### src/rtl/key_cond_pkg.sv
// Shared types and 50 MHz timing constants for the key input conditioner.
package key_cond_pkg;

    localparam int CLK_FREQ_HZ = 50_000_000;
    localparam int CYC_PER_MS  = CLK_FREQ_HZ / 1000;

    localparam int DEBOUNCE_20MS      = 20 * CYC_PER_MS;
    localparam int REPEAT_DELAY_500MS = 500 * CYC_PER_MS;
    localparam int REPEAT_RATE_100MS  = 100 * CYC_PER_MS;

    typedef enum logic [1:0] {
        RELEASED    = 2'd0,
        HOLD_DELAY  = 2'd1,
        HOLD_REPEAT = 2'd2
    } rpt_state_e;

    // Bits needed to hold max_val; never narrower than one bit.
    function automatic int cnt_width(input int max_val);
        return (max_val < 2) ? 1 : $clog2(max_val + 1);
    endfunction

endpackage

### src/rtl/key_channel.sv
// One key channel: synchronizer, debounce, edge pulses, auto-repeat FSM, LED copy.
module key_channel
    import key_cond_pkg::*;
#(
    parameter int ACTIVE_LOW       = 1,
    parameter int DEBOUNCE_CYC     = DEBOUNCE_20MS,
    parameter int REPEAT_DELAY_CYC = REPEAT_DELAY_500MS,
    parameter int REPEAT_RATE_CYC  = REPEAT_RATE_100MS
) (
    input  logic sys_clk,
    input  logic sys_rst,
    input  logic key_in,
    input  logic repeat_en,
    output logic key_level,
    output logic key_press,
    output logic key_release,
    output logic key_repeat,
    output logic led
);

    localparam int DB_W   = cnt_width(DEBOUNCE_CYC);
    localparam int RP_MAX = ((REPEAT_DELAY_CYC > REPEAT_RATE_CYC) ?
                             REPEAT_DELAY_CYC : REPEAT_RATE_CYC) - 1;
    localparam int RP_W   = cnt_width(RP_MAX);

    localparam logic [DB_W-1:0] DB_LAST    = DB_W'(DEBOUNCE_CYC);
    localparam logic [RP_W-1:0] DELAY_LAST = RP_W'(REPEAT_DELAY_CYC - 1);
    localparam logic [RP_W-1:0] RATE_LAST  = RP_W'(REPEAT_RATE_CYC - 1);
    localparam logic            RAW_IDLE   = (ACTIVE_LOW != 0);

    logic            sync1_q, sync1_d;
    logic            sync2_q, sync2_d;
    logic            level_q, level_d;
    logic            led_q, led_d;
    logic            en_q, en_d;
    logic [DB_W-1:0] db_cnt_q, db_cnt_d;
    logic [RP_W-1:0] rp_cnt_q, rp_cnt_d;
    rpt_state_e      state_q, state_d;
    logic            pressed_s;
    logic            press_s;
    logic            release_s;
    logic            repeat_s;

    assign pressed_s = (ACTIVE_LOW != 0) ? ~sync2_q : sync2_q;
    assign press_s   = level_q & ~led_q;
    assign release_s = ~level_q & led_q;

    always_comb begin
        sync1_d  = key_in;
        sync2_d  = sync1_q;
        led_d    = level_q;
        en_d     = repeat_en;
        level_d  = level_q;
        db_cnt_d = '0;
        // Toggle only after the mismatch has persisted DEBOUNCE_CYC cycles.
        if (pressed_s != level_q) begin
            if (db_cnt_q == DB_LAST) level_d  = ~level_q;
            else                     db_cnt_d = db_cnt_q + 1'b1;
        end
    end

    always_comb begin
        state_d  = state_q;
        rp_cnt_d = '0;
        repeat_s = 1'b0;
        case (state_q)
            RELEASED: begin
                if (press_s) begin
                    repeat_s = 1'b1;
                    state_d  = HOLD_DELAY;
                end
            end
            HOLD_DELAY: begin
                if (!level_q) begin
                    state_d = RELEASED;
                end else if (en_q) begin
                    if (rp_cnt_q == DELAY_LAST) begin
                        repeat_s = 1'b1;
                        state_d  = HOLD_REPEAT;
                    end else begin
                        rp_cnt_d = rp_cnt_q + 1'b1;
                    end
                end
            end
            HOLD_REPEAT: begin
                if (!level_q) begin
                    state_d = RELEASED;
                end else if (en_q) begin
                    if (rp_cnt_q == RATE_LAST) repeat_s = 1'b1;
                    else                       rp_cnt_d = rp_cnt_q + 1'b1;
                end
            end
            default: state_d = RELEASED;
        endcase
    end

    always_ff @(posedge sys_clk) begin
        if (sys_rst) begin
            sync1_q  <= RAW_IDLE;
            sync2_q  <= RAW_IDLE;
            level_q  <= 1'b0;
            led_q    <= 1'b0;
            en_q     <= 1'b0;
            db_cnt_q <= '0;
            rp_cnt_q <= '0;
            state_q  <= RELEASED;
        end else begin
            sync1_q  <= sync1_d;
            sync2_q  <= sync2_d;
            level_q  <= level_d;
            led_q    <= led_d;
            en_q     <= en_d;
            db_cnt_q <= db_cnt_d;
            rp_cnt_q <= rp_cnt_d;
            state_q  <= state_d;
        end
    end

    assign key_level   = level_q;
    assign key_press   = press_s;
    assign key_release = release_s;
    assign key_repeat  = repeat_s;
    assign led         = led_q;

endmodule

### src/rtl/key_input_conditioner.sv
// Array of independent key channels; top level only fans ports out to them.
module key_input_conditioner
    import key_cond_pkg::*;
#(
    parameter int NUM_KEYS         = 5,
    parameter int ACTIVE_LOW       = 1,
    parameter int DEBOUNCE_CYC     = DEBOUNCE_20MS,
    parameter int REPEAT_DELAY_CYC = REPEAT_DELAY_500MS,
    parameter int REPEAT_RATE_CYC  = REPEAT_RATE_100MS
) (
    input  logic                sys_clk,
    input  logic                sys_rst,
    input  logic [NUM_KEYS-1:0] key_in,
    input  logic [NUM_KEYS-1:0] repeat_en,
    output logic [NUM_KEYS-1:0] key_level,
    output logic [NUM_KEYS-1:0] key_press,
    output logic [NUM_KEYS-1:0] key_release,
    output logic [NUM_KEYS-1:0] key_repeat,
    output logic [NUM_KEYS-1:0] led
);

    logic [NUM_KEYS-1:0] level_w, press_w, release_w, repeat_w, led_w;

    for (genvar i = 0; i < NUM_KEYS; i++) begin : g_ch
        key_channel #(
            .ACTIVE_LOW      (ACTIVE_LOW),
            .DEBOUNCE_CYC    (DEBOUNCE_CYC),
            .REPEAT_DELAY_CYC(REPEAT_DELAY_CYC),
            .REPEAT_RATE_CYC (REPEAT_RATE_CYC)
        ) u_ch (
            .sys_clk    (sys_clk),
            .sys_rst    (sys_rst),
            .key_in     (key_in[i]),
            .repeat_en  (repeat_en[i]),
            .key_level  (level_w[i]),
            .key_press  (press_w[i]),
            .key_release(release_w[i]),
            .key_repeat (repeat_w[i]),
            .led        (led_w[i])
        );
    end

    assign key_level   = level_w;
    assign key_press   = press_w;
    assign key_release = release_w;
    assign key_repeat  = repeat_w;
    assign led         = led_w;

endmodule

### config.mk
export PLATFORM = sky130hd
export DESIGN_NAME = key_input_conditioner
export DESIGN_NICKNAME = d
export VERILOG_FILES = /design/src/rtl/key_cond_pkg.sv /design/src/rtl/key_channel.sv /design/src/rtl/key_input_conditioner.sv
export SDC_FILE = /design/constraint.sdc
export NUM_CORES = 1
export LEC_CHECK = 0
export ABC_AREA = 1
export BUFFER_PORTS_ARGS = -buffer_cell sky130_fd_sc_hd__clkbuf_2
export CORE_UTILIZATION = 62
export DETAILED_ROUTE_END_ITERATION = 7
export PLACE_DENSITY = 0.88
export SETUP_SLACK_MARGIN = 0.02
export SLEW_MARGIN = 30
export SYNTH_ARGS = -nofsm -noshare
export SYNTH_HDL_FRONTEND = slang
export SYNTH_HIERARCHICAL = 1
export SYNTH_SLANG_ARGS = --single-unit
### constraint.sdc
create_clock -name sys_clk -period 2.3 [get_ports sys_clk]
set_clock_uncertainty 0.2 [all_clocks]
set_input_delay 0.23 -clock sys_clk [delete_from_list [all_inputs] [get_ports sys_clk]]
set_output_delay 0.23 -clock sys_clk [all_outputs]
set_load 0.05 [all_outputs]
==> impl_results.md <==
- Worst setup SP type: flop
- Vias in the first global route: 13200
- Synth-to-layout area growth: 17.8%
- Post-synth ARST share: 0
- Initial Utilization: 0.633
- Final worst slack: -0.166 ns
- Clock Pin Slew Worst Setup and Hold Paths: 0.06 ns
- LEAKAGE: 0.00606 µW
- RSZ-0062 raised after global routing: true
- Critical Path AT: 2.04 ns
- Slew Limit Fails: 0
- Layout Cells excl Fill: 2560
- DP Cell Count: 2452
- Top-Level Pins: 37
- Fin crit share: 1.07
- Via/cell ratio: 5.53
- Worst Path Required: 1.87 ns
- CP Max Fanout: 2
- Cell area after synthesis: 14300 µm²
- Core ar.: 22600 µm²
- Share of layout cells above drive strength 1: 0.203
- GRT Overall Usage: 0.277
- Most frequently used flop master after synthesis: dfxtp_1
- CTS sink count: 260
- Cell row count: 55
- Slew @ Worst Pin: 0.719 ns
- Ant diodes: 0
- CTS buffer count: 28
- Die area: 23700 µm²
- Met2 routed WL: 17300 µm
- Run status: finished, violations left
- Antenna Nets Post-Route: 0
- Final Util: 0.746
- # nets final: 2301
- # setup viols final: 5
- Post-DR wirelength/cell: 13.7 µm
- Root buffer cell: clkbuf_16
- Initial antenna violation count: 0
- Top Layer Used: met4
- Setup TNS: -0.412 ns
- #FFs+latches synth: 260
- Pwr dens: 553 nW/µm²
- Slew Limit Headroom: 0.519
- Drt drc: 0
- Placed instance area: 14800 µm²
- DR vias: 14200
- Die W: 154 µm
- Worst hold margin: 0.0749 ns
- Fill count: 1637
- Clk buf depth: 3
- Hold Path Class: in -> reg
- WL met3: 1930 µm
- Syn Nets: 2194
- Sequential-to-total area share from yosys stat: 0.363
- Final RePlAce weighted congestion: 0.965
- First-pass GRT wire length: 56500 µm
- Port Buffers: 36
- Minimum clock period: 2.47 ns
- Failing checks: negative setup slack
- EDFF count, synth: 0
- Post-route cell area: 16900 µm²
- Synth cell types: 37
- DR iter-0 viols: 954
- Mapped Cells: 2147
- Critical path endpoint category: output port
- Skew-Pair Late Insertion Delay: 0.55 ns
- CTS tree: done
- Largest net degree at the start of global routing: 26
- DR pass1 iterations: 7
- Max-cap violation count: 0
- Metal1 wirelength: 14800 µm
- IR drop worst, VDD: 0.000614 V
- Total wire length: 35200 µm
- Grt total ovfl: 0
- Fmax: 406 MHz
- Die Y: 154 µm
- Hold Violations, Final: 0
- Yosys warns: 6
- Post-DP HPWL: 22000 µm
- Setup CP Type: reg -> out
- # H-tree levels: 1
- Avg Inst Size Synth: 6.67 µm²
-- final timing paths --
kind | start | to | slack (ns) | cells after the start
setup / recovery | g_ch[4].u_ch/rp_cnt_q[0]$_SDFF_PP0_ | key_repeat[4] | -0.17 | 10
hold / removal | sys_rst | g_ch[0].u_ch/en_q$_SDFF_PP0_ | 0.07 | 2
setup reg to reg | g_ch[4].u_ch/rp_cnt_q[0]$_SDFF_PP0_ | g_ch[4].u_ch/rp_cnt_q[20]$_SDFF_PP0_ | 0.05 | 15
hold reg to reg | g_ch[2].u_ch/sync1_q$_SDFF_PP1_ | g_ch[2].u_ch/sync2_q$_SDFF_PP1_ | 0.22 | 1
-- kinds of logic (layout without fill, tap and decap cells) --
family / after synthesis / in the layout / synth area share
simple gates: 1337 / 1341 / 0.421
buf+inv: 305 / 429 / 0.0885
flops: 260 / 260 / 0.363
compound gates: 139 / 139 / 0.0528
xor+xnor: 71 / 71 / 0.0434
fa+ha+maj: 35 / 35 / 0.0306
-- metal layers --
metal | vias to the layer above | track usage
li1 | 7031 | -
met1 | 6518 | 0.336
met2 | 481 | 0.489
met3 | 122 | 0.0417
met4 | 0 | 0.115
met5 | - | 0
-- what timing repair did --
item,in CTS,in global routing
hold endpoints to repair,10,0
pin swaps,31,38
cloned,0,4
hold buffers,10,0
gates resized for setup,119,120
buffers inserted,34,10
setup endpoints to repair,5,78
-- cells in the mapped netlist, drive strengths merged (5+ instances only) --
library cell / number / area share
nand3: 151 / 0.057
nor3b: 8 / 0.0042
nor4: 5 / 0.0022
or2: 20 / 0.0087
o21ai: 45 / 0.016
nand3b: 15 / 0.0079
nor2: 450 / 0.13
dfxtp: 260 / 0.36
buf: 24 / 0.014
xnor2: 21 / 0.013
nand2: 526 / 0.15
ha: 35 / 0.031
nor3: 114 / 0.044
xor2: 50 / 0.031
inv: 277 / 0.073
nand4: 44 / 0.019
a21oi: 72 / 0.025
-- power breakdown --
part | leakage (µW) | switching [µW] | total, µW | internal, µW
logic | 0.00343 | 50.8 | 88.6 | 37.9
clock network | 0.000486 | 1850 | 4720 | 2870
registers | 0.00214 | 18.6 | 4530 | 4510
total | 0.00606 | 1920 | 9340 | 7410
-- flip-flops by register name, indices dropped and copies added, names as in the netlist --
name                 cells
g_ch.u_ch/key_level      5
g_ch.u_ch/en_q           5
g_ch.u_ch/sync1_q        5
g_ch.u_ch/sync2_q        5
g_ch.u_ch/rp_cnt_q     125
g_ch.u_ch/state_q       10
g_ch.u_ch/led            5
g_ch.u_ch/db_cnt_q     100
-- cells in the final DEF (no fill, tap or decap), types with 52 or more instances in the layout --
master,count
nor3_1,102
buf_4,53
nand3_1,125
inv_1,254
dfxtp_2,73
nor2_1,371
nand2_2,60
dfxtp_1,179
nand2_1,452
nor2_2,52
a21oi_1,67
-- critical path, stage by stage, from the launching register on --
cell and delay, ns:
dfxtp_2 0.36, ha_4 0.16, nand2_4 0.06, inv_4 0.07, nand2_4 0.06, nor2_4 0.10, nand4_1 0.13, nand2_1 0.12
nand3_2 0.09, a21oi_2 0.18, buf_8 0.16
-- final cells by class --
| cell class | count | area [µm²] | share of cell area |
|---|---|---|---|
| Sequential cell | 260 | 5330 | 0.315 |
| Clock buffer | 36 | 792 | 0.0469 |
| Tap cell | 285 | 357 | 0.0211 |
| Timing Repair Buffer | 101 | 759 | 0.0450 |
| Multi-Input combinational cell | 1586 | 8420 | 0.499 |
| Inverter | 277 | 1040 | 0.0619 |
| Clock inverter | 15 | 181 | 0.0107 |
-- per-stage QoR --
| step | power, µW | setup WS, ns |
|---|---|---|
| 6_report | 9340 | -0.166 |
| 3_5_place_dp | 4700 | 0.214 |
| 3_3_place_gp | 4700 | 0.303 |
| 4_1_cts | 9380 | -0.0943 |
| 2_1_floorplan | 4670 | 0.0108 |
| 5_1_grt | 9580 | -0.280 |
Note: power is estimated with default switching activity, not from simulation.
